### config.mk
export PLATFORM = sky130hd
export DESIGN_NAME = clkdiv_prog
export DESIGN_NICKNAME = d
export VERILOG_FILES = /design/src/rtl/clkdiv_pkg.sv /design/src/rtl/clkdiv_phase_ctr.sv /design/src/rtl/clkdiv_prog.sv
export SDC_FILE = /design/constraint.sdc
export NUM_CORES = 1
export LEC_CHECK = 0
export ABC_AREA = 1
export BUFFER_PORTS_ARGS = -buffer_cell sky130_fd_sc_hd__buf_2
export CAP_MARGIN = 15
export CORE_ASPECT_RATIO = 1.75
export CORE_UTILIZATION = 25
export DETAILED_ROUTE_END_ITERATION = 12
export PLACE_DENSITY = 0.51
export SKIP_CTS_REPAIR_TIMING = 1
export SYNTH_ARGS = -nofsm -noshare
export SYNTH_HDL_FRONTEND = slang
export SYNTH_SLANG_ARGS = --single-unit
### constraint.sdc
create_clock -name inClk -period 7.7 [get_ports inClk]
set_input_delay 1.54 -clock inClk [delete_from_list [all_inputs] [get_ports inClk]]
set_output_delay 1.54 -clock inClk [all_outputs]
set_load 0.02 [all_outputs]
### src/rtl/clkdiv_pkg.sv
// Shared constants and helpers for the programmable clock divider.
// Build option: define CLKDIV_DUTY_EN to enable a programmable high time.
package clkdiv_pkg;

  localparam int unsigned CLKDIV_MIN_DIV = 2;

  // Divisors below the minimum are promoted to the minimum.
  function automatic logic [31:0] clamp_div(input logic [31:0] d);
    return (d < CLKDIV_MIN_DIV) ? 32'(CLKDIV_MIN_DIV) : d;
  endfunction

  // Default high time: the extra cycle of an odd divisor goes to the high phase.
  function automatic logic [31:0] default_high(input logic [31:0] n);
    return n - (n >> 1);
  endfunction

  // Programmable high time is kept within 1..n-1 so both phases exist.
  function automatic logic [31:0] clamp_high(input logic [31:0] h, input logic [31:0] n);
    if (h < 32'd1)
      return 32'd1;
    else if (h > n - 32'd1)
      return n - 32'd1;
    else
      return h;
  endfunction

endpackage

### src/rtl/clkdiv_phase_ctr.sv
// Phase counter for clkdiv_prog.
// Ports: inClk/reset (async, active-high), enable advances the phase,
// div is the active divisor; wrap_c flags the last phase of the period,
// cnt_next_c is the phase the counter moves to on the next enabled edge.
module clkdiv_phase_ctr #(
  parameter int unsigned bitSize = 16,
  parameter int unsigned RST_CNT = 3
) (
  input  logic               inClk,
  input  logic               reset,
  input  logic               enable,
  input  logic [bitSize-1:0] div,
  output logic               wrap_c,
  output logic [bitSize-1:0] cnt_next_c
);

  logic [bitSize-1:0] cnt_q;
  logic [bitSize-1:0] cnt_d;

  // Phase stays in 0..div-1; div only changes on a wrap, when cnt returns to 0.
  always_comb begin
    wrap_c     = (cnt_q == div - bitSize'(1));
    cnt_next_c = wrap_c ? '0 : cnt_q + bitSize'(1);
    cnt_d      = enable ? cnt_next_c : cnt_q;
  end

  always_ff @(posedge inClk or posedge reset) begin
    if (reset) cnt_q <= bitSize'(RST_CNT);
    else       cnt_q <= cnt_d;
  end

endmodule

### src/rtl/clkdiv_prog.sv
// Runtime-programmable integer clock divider (N >= 2, odd N allowed).
// Ports: inClk, reset (async, active-high), enable (freeze when low),
// divIn/divLoad (request a new divisor, applied at the next period boundary),
// divPending, outClk (registered divided clock), riseStb/fallStb (edge strobes).
// Build option CLKDIV_DUTY_EN adds highIn: programmable high time, loaded with divIn.
module clkdiv_prog #(
  parameter int unsigned bitSize     = 16,
  parameter int unsigned DEFAULT_DIV = 4
) (
  input  logic               inClk,
  input  logic               reset,
  input  logic               enable,
  input  logic [bitSize-1:0] divIn,
`ifdef CLKDIV_DUTY_EN
  input  logic [bitSize-1:0] highIn,
`endif
  input  logic               divLoad,
  output logic               divPending,
  output logic               outClk,
  output logic               riseStb,
  output logic               fallStb
);
  import clkdiv_pkg::*;

  logic [bitSize-1:0] div_q, div_d;
  logic [bitSize-1:0] pend_q, pend_d;
  logic               pend_vld_q, pend_vld_d;
  logic               out_clk_q, out_clk_d;
  logic               rise_q, rise_d;
  logic               fall_q, fall_d;
  logic               wrap_c, apply_c;
  logic [bitSize-1:0] cnt_next_c, div_in_c, high_c;

  clkdiv_phase_ctr #(
    .bitSize (bitSize),
    .RST_CNT (DEFAULT_DIV - 1)
  ) u_phase_ctr (
    .inClk      (inClk),
    .reset      (reset),
    .enable     (enable),
    .div        (div_q),
    .wrap_c     (wrap_c),
    .cnt_next_c (cnt_next_c)
  );

`ifdef CLKDIV_DUTY_EN
  logic [bitSize-1:0] high_q, high_d;
  logic [bitSize-1:0] pend_high_q, pend_high_d;
  logic [bitSize-1:0] high_in_c;

  // High time is clamped against the clamped divisor it travels with.
  always_comb begin
    high_in_c   = bitSize'(clamp_high(32'(highIn), 32'(div_in_c)));
    high_c      = high_q;
    high_d      = high_q;
    pend_high_d = pend_high_q;
    if (apply_c) begin
      if (divLoad)         high_d = high_in_c;
      else if (pend_vld_q) high_d = pend_high_q;
    end else if (divLoad) begin
      pend_high_d = high_in_c;
    end
  end

  always_ff @(posedge inClk or posedge reset) begin
    if (reset) begin
      high_q      <= bitSize'(DEFAULT_DIV / 2);
      pend_high_q <= '0;
    end else begin
      high_q      <= high_d;
      pend_high_q <= pend_high_d;
    end
  end
`else
  assign high_c = bitSize'(default_high(32'(div_q)));
`endif

  // Divisor reload: held in pend until an enabled wrap; a load on the wrap itself bypasses pend.
  always_comb begin
    div_in_c   = bitSize'(clamp_div(32'(divIn)));
    apply_c    = enable & wrap_c;
    div_d      = div_q;
    pend_d     = pend_q;
    pend_vld_d = pend_vld_q;
    if (apply_c) begin
      pend_vld_d = 1'b0;
      if (divLoad)         div_d = div_in_c;
      else if (pend_vld_q) div_d = pend_q;
    end else if (divLoad) begin
      pend_d     = div_in_c;
      pend_vld_d = 1'b1;
    end
  end

  // Output phase decode; on a wrap cnt_next is 0 so the old high value is still correct.
  always_comb begin
    out_clk_d = out_clk_q;
    rise_d    = 1'b0;
    fall_d    = 1'b0;
    if (enable) begin
      out_clk_d = (cnt_next_c < high_c);
      rise_d    = (cnt_next_c == '0);
      fall_d    = (cnt_next_c == high_c);
    end
  end

  always_ff @(posedge inClk or posedge reset) begin
    if (reset) begin
      div_q      <= bitSize'(DEFAULT_DIV);
      pend_q     <= '0;
      pend_vld_q <= 1'b0;
      out_clk_q  <= 1'b0;
      rise_q     <= 1'b0;
      fall_q     <= 1'b0;
    end else begin
      div_q      <= div_d;
      pend_q     <= pend_d;
      pend_vld_q <= pend_vld_d;
      out_clk_q  <= out_clk_d;
      rise_q     <= rise_d;
      fall_q     <= fall_d;
    end
  end

  assign divPending = pend_vld_q;
  assign outClk     = out_clk_q;
  assign riseStb    = rise_q;
  assign fallStb    = fall_q;

endmodule

; Word level (Yosys, flattened, before mapping)
; Cells that the tools add are included.
[totals]
ff_bits = 52
latch_bits = 0
ramBits = 0
rom_bits = 0
inputBits = 20
out_inout_bits = 4
wordCells = 29
n_memories = 0
[classes]
n_addsub = 3
mul = 0
n_div = 0
order_cmp = 2
n_eq_ne = 2
shifts = 0
muxes = 8
bitwise_logic = 2
n_reduce_logical = 5
[ops]
columns = op, n
row1 = 2-to-1 mux 16 bit, 4
row2 = == test 16 bit, 2
row3 = "adder 16 x 1 -> 16 bit, second input constant", 1
row4 = logical NOT 16 bit, 1
row5 = < comparator 16 bit, 1
row6 = "< comparator 16 x 2 -> 1 bit, second input constant", 1
row7 = "subtractor 16 x 1 -> 16 bit, second input constant", 1
row8 = subtractor 16 x 15 -> 16 bit, 1
row9 = 2-to-1 mux 1 bit, 4
row10 = AND reduction 2 bit, 2
row11 = nonzero test 2 bit, 2
row12 = AND 1 bit, 1
row13 = NOT 1 bit, 1

; Logic depth before layout (Yosys ltp)
; Gate-level depths: netlist (run 1).
[depth]
word_depth = 5
mapped_depth = 22
depth_no_buf = 22

; By module
; From an unflattened synthesis (run 1), not the netlist that was laid out.
[hier_totals]
hier_cells = 746
area_unflattened_um2 = 4852.2
[by_module_without_submodules]
columns = module, instances, cells_per_inst, area_per_inst_um2, seq_area_each_um2
row1 = clkdiv_prog, 1, 423, 2887.8, 902.1
row2 = clkdiv_phase_ctr, 1, 323, 1964.4, 402.9

; Worst setup path before layout (run 1)
; No wires, ideal clock.
[synth_path]
path_type = register to register
start = register div_q[2]
end = register fall_q, in the netlist fallStb
setup_time_ps = 105
t_arrival_ps = 3028
t_required_ps = 7595
slack_ps = 4566
path_stages_with_launch = 16
n_path_buf = 0
synth_period_minus_slack_ps = 3134
cell_sequence = dfstp_2 -> inv_1 -> ha_1 -> or2_2 -> o21ai_2 -> a21oi_1 -> o21ai_2 -> a21boi_1 -> o21ai_0 -> nand2_1 -> nand2_1 -> xor2_1 -> ha_1 -> nand2_1 -> nor4b_1 -> nor4b_1
[synth_via]
elab_chain_len = 5
elab_cells_between_ends = 6
classes_between = 2 x add/sub / 2 x eq/ne / 2 x mux
[synth_rtl]
columns = item, line_no
row1 = "start, declared", clkdiv_prog.sv:25  ; logic [bitSize-1:0] div_q, div_d;
row2 = "start signal, assigned", clkdiv_prog.sv:109  ; div_q <= bitSize'(DEFAULT_DIV);
row3 = "start signal, assigned", clkdiv_prog.sv:116  ; div_q <= div_d;
row4 = subtractor 16 x 1 -> 16 bit, clkdiv_phase_ctr.sv:22  ; wrap_c = (cnt_q == div - bitSize'(1));
row5 = == test 16 bit, clkdiv_phase_ctr.sv:22
row6 = 2-to-1 mux 16 bit, clkdiv_phase_ctr.sv:23  ; cnt_next_c = wrap_c ? '0 : cnt_q + bitSize'(1);
row7 = == test 16 bit (*), clkdiv_prog.sv:103  ; fall_d = (cnt_next_c == high_c);
row8 = 2-to-1 mux 1 bit (*), clkdiv_prog.sv:100  ; if (enable) begin
row9 = net fall_d, clkdiv_prog.sv:30  ; logic fall_q, fall_d;
row10 = "end signal, assigned", clkdiv_prog.sv:121  ; fall_q <= fall_d;
row11 = "end, declared", clkdiv_prog.sv:30
; The timed path passes the listed nets; every way through them passes the cells marked *.
; A chain may end at the register's enable or synchronous reset.

; Worst setup path after layout (run 1)
; Same ends and word-level chain as after synthesis.

==> impl_metrics.csv, run 1 <==
group,metric,value,unit
status,outcome,"finished, final reports clean",
yosys,ys_seq_area_share,28.05,%
hold_path,hp-start,"pend_q[0]$_DFFE_PP0P_",
cells_and_area,multi_input_area,2909,um2
clocking,clock_latency,0.30,ns
clocking,tritoncts,"built",
floorplan,io_pins,24,
worst_setup_path,crit_fanout,5,
cells_and_area,finalNonFillerCells,870,
worst_setup_path,cp_num_cells,15,
floorplan,design.core.area,18140,um2
worst_setup_path,endpoint,"fallStb$_DFF_PP0_",
route,avgViaCountPerCell,4.460,
worst_setup_path,worst_setup_path_end_kind,"flip-flop",
cells_and_area,final_util,28.47,%
flow_run,drv_cap,0,
floorplan,dieArea,19180,um2
global_route,grtUsageTotal,13.53,%
worst_setup_path,cp-startpoint,"div_q[2]$_DFFE_PP1P_",
route,dr.first_iter.drc_count,115,
yosys,avgSynthCellArea,7.540,um2
yosys,synth_top_area_share,26.36,%
yosys,synth_edf_count,0,
pwr,leakagePower,2.594,nW
clocking,root_buffer,"clkbuf_16",
worst_setup_path,cpMaxStageDelayCell,"nor4b_1",
worst_setup_path,r2r_cells,15,
route,wl_per_cell,14.11,um
timing,setup_viol,0,
timing,period_share,53.53,%
worst_setup_path,path_buf_inv,1,
global_route,grt.overflow.total,0,
cells_and_area,seq_area,1305,um2
global_route,grt_pass1_wl,20080,um
cells_and_area,nFillCells,1972,
cells_and_area,fin_area,5164,um2
pwr,powerDensity,178.1,nW/um2
yosys,syn_area,4652,um2
worst_setup_path,worstPathRequired,7.85,ns
global_route,grt_pass1_vias,3953,
route,vias,3880,
clocking,cts_made_buffers,5,
floorplan,die_h,182.5,um
place,place_area,4975,um2
worst_setup_path,worst-endpoint-arrival,4.27,ns
yosys,synthTopCellsByArea,"dfrtp_1 26%, ha_1 13%, nand2_1 12%, inv_1 6.9%, xor2_1 5.8%",
worst_setup_path,critPathKind,"reg -> reg",
timing,hold_viol,0,
place,dp.cells,862,
yosys,ys_ff_latch,52,
floorplan,initial_core_util,25.65,%
yosys,post-synth-top-area-cell,"dfrtp_1",
timing,period_minus_slack,4.122,ns
worst_setup_path,r2r-end,"fallStb$_DFF_PP0_",
place,io_buffers,23,
timing,relSlewSlack,40.44,%
floorplan,die_w,105.1,um
yosys,syn_inst,617,
clocking,htreeDepth,2,
timing,finClkSkew,0.005398,ns
floorplan,num_rows,65,
yosys,synth_ff_type,"dfrtp_1",
global_route,antenna_found_initial,0,
route,antenna_left,0,
pwr,vdd_drop_max,92.78,uV
timing,grt_setup_unrepaired,"false",
worst_setup_path,worst-r2r-setup-slack,3.58,ns
yosys,yosysWarningCount,0,
route,drc,0,
route,drt-total-wl,12280,um
cells_and_area,drive_above_1_share,12.26,%
global_route,grt_max_degree,53,
place,place_congestion,0.8557,
worst_setup_path,path_cells,"inv_1 > ha_1 > or2_2 > o21ai_2 > a21oi_1 > o21ai_2 > a21boi_1 > o21ai_0 > nand2_1 > nand2_1 > xor2_1 > ha_1 > nand2_1 > nor4b_1 > nor4b_1",
timing,worst_pin_slew,0.8925,ns
clocking,cts_buffer_depth,2,
clocking,clock-sinks,52,
worst_setup_path,rr_startpoint,"div_q[2]$_DFFE_PP1P_",
yosys,synth_nets,686,
yosys,async_reset_ff_share,100.0,%
cells_and_area,fin_nets,704,
timing,finalSetupTns,0,ns
worst_setup_path,worst_path_most_repeated_cell,"nand2_1",
worst_setup_path,crit_family,"simple AND/OR/NAND/NOR gates",
clocking,clkTransAtPathRegs,0.07,ns
yosys,yosysUniqueCellTypes,48,
timing,drv_slew,0,
timing,fmax,242.6,MHz
worst_setup_path,slowest_delay,0.58,ns
worst_setup_path,cp-start-kind,"flip-flop",
hold_path,hp-class,"reg -> reg",
route,dr.pass1.iters,4,
place,dp.final_hpwl,10100,um
cells_and_area,antennaDiodeCount,0,
cells_and_area,syn2layout_area_growth,11.00,%
[per-layer routing]
layer	up-vias	global-route usage (%)	share of wire (%)
li1	2039	-	-
met1	1762	13.16	37
met2	57	27.97	57
met3	22	1.071	1.8
met4	0	6.310	4.0
met5	-	0	0
[cell usage after synthesis (4+ instances only)]
master,count
dfrtp_1,49
buf_2,4
o21ai_0,32
nand2_2,5
nand2_1,148
mux2_2,7
xor2_1,31
a21oi_1,18
o21ai_1,13
inv_1,85
clkbuf_1,4
xnor2_1,5
mux2_4,8
nand3_1,31
nor2_2,5
mux2i_1,11
inv_2,6
nand4_1,9
nor4_1,10
nor3_1,6
ha_1,48
nor2_1,44
[worst min-delay path by stage]
stage                                 end  slack [ns]  cells after the start
floorplan           pend_q[0]$_DFFE_PP0P_        0.45                      2
global placement    pend_q[0]$_DFFE_PP0P_        0.46                      2
finish              pend_q[0]$_DFFE_PP0P_        0.48                      2
detailed placement  pend_q[0]$_DFFE_PP0P_        0.47                      2
global route        pend_q[9]$_DFFE_PP0P_        0.52                      1
CTS                 pend_q[0]$_DFFE_PP0P_        0.49                      2
[area by class of cell]
type / count / area share, %
clock inverter: 2 / 1.163
tap: 234 / 5.670
multi-input combinational: 460 / 56.34
inverter: 92 / 6.688
timing repair buffer: 24 / 2.375
clock buffer: 6 / 2.496
sequential: 52 / 25.27
[registers in the layout (all words and copies together), names as in the netlist]
register           count
riseStb                1
outClk                 1
fallStb                1
u_phase_ctr.cnt_q     16
div_q                 16
divPending             1
pend_q                16
[per-stage QoR]
stage / hold WS [ns] / total power [mW] / setup WS, ns
3_3_place_gp: 0.4637 / 0.6338 / 3.491
5_1_grt: 0.5190 / 0.9832 / 3.316
6_report: 0.4835 / 0.9195 / 3.578
4_1_cts: 0.4865 / 0.9327 / 3.489
2_1_floorplan: 0.4479 / 0.5500 / 4.566
3_5_place_dp: 0.4682 / 0.6313 / 3.513
[where the power goes]
group,internal [mW],switching [mW]
combinational,0.107,0.169
sequential,0.307,0.0418
clock,0.187,0.109
[cell families (layout without fill, tap and decap cells)]
group,after synthesis,in the layout,synth area share (%)
AO/OA/AOI/OAI,79,79,9.764
XOR/XNOR,36,36,6.778
AND/OR/NAND/NOR,270,270,26.01
buffers and inverters,105,124,9.413
multiplexers,26,26,6.644
adder cells (fa/ha/maj),49,49,13.34
flip-flops,52,52,28.05
[worst min-delay path: stages (launching register included)]
cell and delay (ns):
dfrtp_1 0.34, nand2_1 0.05, o21ai_0 0.06
[layout by cell type, fill, tap and decap left out, types with 2 or more instances in the layout]
master,n
mux2i_1,11
buf_2,23
o21ai_1,13
xor2_1,31
nand4_1,9
nor2_2,5
a21oi_1,18
a211oi_1,2
xnor2_1,5
bufinv_16,2
nor4_1,10
o31ai_1,3
nor3_1,6
nand2_1,148
nand2_2,5
nand3_1,31
nor2_4,2
ha_1,48
inv_2,7
mux2_2,7
o21ai_0,32
nor2_1,44
inv_1,84
mux2_4,8
clkbuf_16,5
nor4b_1,2
o21ai_2,3
dfrtp_1,49
nor3_2,2
dfstp_2,3
No activity file was read; power rests on OpenSTA's default activity.
==> run 2: changes to the inputs <==
--- a/config.mk
+++ b/config.mk
@@ -11,7 +11,7 @@
 export CORE_ASPECT_RATIO = 1.75
 export CORE_UTILIZATION = 25
 export DETAILED_ROUTE_END_ITERATION = 12
-export PLACE_DENSITY = 0.51
+export PLACE_DENSITY = 0.53
 export SKIP_CTS_REPAIR_TIMING = 1
 export SYNTH_ARGS = -nofsm -noshare
 export SYNTH_HDL_FRONTEND = slang
==> constraint.sdc (replaced) <==
create_clock -name inClk -period 3.6 [get_ports inClk]
set_input_delay 0.72 -clock inClk [delete_from_list [all_inputs] [get_ports inClk]]
set_output_delay 0.72 -clock inClk [all_outputs]
set_load 0.02 [all_outputs]
==> impl_metrics.csv, run 2 (synthesis gave the netlist of run 1 again) <==
group,metric,value,unit
clocking,clkTransAtPathRegs,0.08,ns
global_route,grt_pass1_wl,20080,um
worst_setup_path,rr_startpoint,"div_q[0]$_DFFE_PP0P_",
place,dp_slack,0.05308,ns
clocking,htreeDepth,2,
hold_path,hp-class,"in -> async",
clocking,root_buffer,"clkbuf_16",
route,vias,3996,
global_route,grtUsageTotal,13.61,%
global_route,grt.overflow.total,0,
timing,period_share,93.15,%
worst_setup_path,worst-endpoint-arrival,3.54,ns
route,dr.first_iter.drc_count,127,
timing,grt_setup_unrepaired,"false",
cells_and_area,finalNonFillerCells,891,
timing,finClkSkew,0.003226,ns
floorplan,dieArea,19180,um2
cells_and_area,drive_above_1_share,16.44,%
timing,setup_viol,0,
status,outcome,"finished, final reports clean",
place,dp.cells,883,
pwr,p_total,2.023,mW
place,place_congestion,0.8963,
pwr,vdd_drop_max,183.8,uV
pwr,leakagePower,2.697,nW
floorplan,io_pins,24,
timing,drv_slew,0,
cells_and_area,fin_nets,725,
timing,hold_viol,0,
cells_and_area,final_common_cell,"nand2_1",
timing,relSlewSlack,42.40,%
cells_and_area,final_util,29.49,%
worst_setup_path,worst-r2r-setup-slack,0.25,ns
floorplan,die_w,105.1,um
clocking,clock-sinks,52,
worst_setup_path,r2r_cells,19,
worst_setup_path,crit_fanout,5,
timing,final.setup.worst_slack,0.2465,ns
route,antenna_left,0,
clocking,cts_made_buffers,5,
global_route,grt_pass1_vias,4055,
floorplan,design.core.area,18140,um2
timing,fmax,298.2,MHz
pwr,powerDensity,378.2,nW/um2
route,avgViaCountPerCell,4.485,
cells_and_area,syn2layout_area_growth,14.98,%
route,wl_per_cell,13.88,um
clocking,clock_latency,0.30,ns
cells_and_area,nFillCells,1999,
worst_setup_path,worstPathRequired,3.79,ns
floorplan,die_h,182.5,um
floorplan,initial_core_util,25.65,%
timing,worst_pin_slew,0.8630,ns
place,place_area,5145,um2
route,drt-total-wl,12370,um
cells_and_area,antennaDiodeCount,0,
cells_and_area,fin_area,5349,um2
clocking,cts_buffer_depth,2,
route,dr.pass1.iters,4,
timing,period_minus_slack,3.353,ns
cells_and_area,reg_top3,"div_q x16, pend_q x16, u_phase_ctr.cnt_q x16",
clocking,tritoncts,"built",
route,drc,0,
worst_setup_path,r2r-end,"outClk$_DFFE_PP0P_",
place,io_buffers,23,
floorplan,num_rows,65,
worst_setup_path,critPathKind,"reg -> reg",
worst_setup_path,worst_setup_path_end_kind,"flip-flop",
global_route,antenna_found_initial,0,
global_route,grt_max_degree,35,
flow_run,drv_cap,0,
place,dp.final_hpwl,10510,um
timing,hold_ws,0.3831,ns
cells_and_area,final_cell_mix,"148 x nand2_1, 83 x inv_1, 48 x ha_1, 48 x dfrtp_1, 42 x nor2_1",
worst_setup_path,cp-start-kind,"flip-flop",
timing,finalSetupTns,0,ns
## run 2: worst max-delay path by stage
stage / depth (start not counted) / startpoint / end
final: 19 / div_q[0]$_DFFE_PP0P_ / outClk$_DFFE_PP0P_
after global routing: 22 / div_q[2]$_DFFE_PP1P_ / outClk$_DFFE_PP0P_
after CTS: 19 / div_q[0]$_DFFE_PP0P_ / outClk$_DFFE_PP0P_
after detailed placement: 19 / div_q[0]$_DFFE_PP0P_ / outClk$_DFFE_PP0P_
after global placement: 19 / div_q[0]$_DFFE_PP0P_ / outClk$_DFFE_PP0P_
after floorplan: 15 / div_q[2]$_DFFE_PP1P_ / fallStb$_DFF_PP0_
## run 2: report_power, final
group / total [mW] / leakage (nW) / switching, mW / internal, mW
Combinational: 0.685 / 1.95 / 0.393 / 0.292
Clock: 0.596 / 0.0871 / 0.246 / 0.350
Sequential: 0.743 / 0.660 / 0.0871 / 0.656
Total: 2.02 / 2.70 / 0.726 / 1.30
## run 2: routing by layer
layer  routed length [um]  vias to the layer above  global-route usage [%]
li1                     -                     2074                       -
met1                 4434                     1837                   12.65
met2                 6931                       55                   27.36
met3                  167                       30                   1.179
met4                  833                        0                   9.296
met5                    0                        -                       0
## run 2: area by class of cell
cell class	instances	area [um2]	share of cell area, %
well taps	234	292.8	5.474
multi-input cells	460	2934	54.85
inverters	92	345.3	6.456
flip-flops and latches	52	1306	24.42
repair buffers	45	292.8	5.474
clock inverters	2	38.79	0.7251
clock buffers	6	138.9	2.596
## run 2: worst max-delay path: stages, from the launching register on
cell,delay (ns)
dfrtp_2,0.46
inv_2,0.10
ha_1,0.19
inv_1,0.06
fa_1,0.40
nand3_1,0.10
nand3_1,0.10
nand2_1,0.08
a31oi_1,0.14
nand2_1,0.09
nand2_1,0.09
a21oi_2,0.19
o21ai_0,0.11
xor2_1,0.17
ha_1,0.31
nand2_1,0.06
nor4b_2,0.32
nand2_1,0.10
o2111ai_1,0.08
nand2_1,0.07
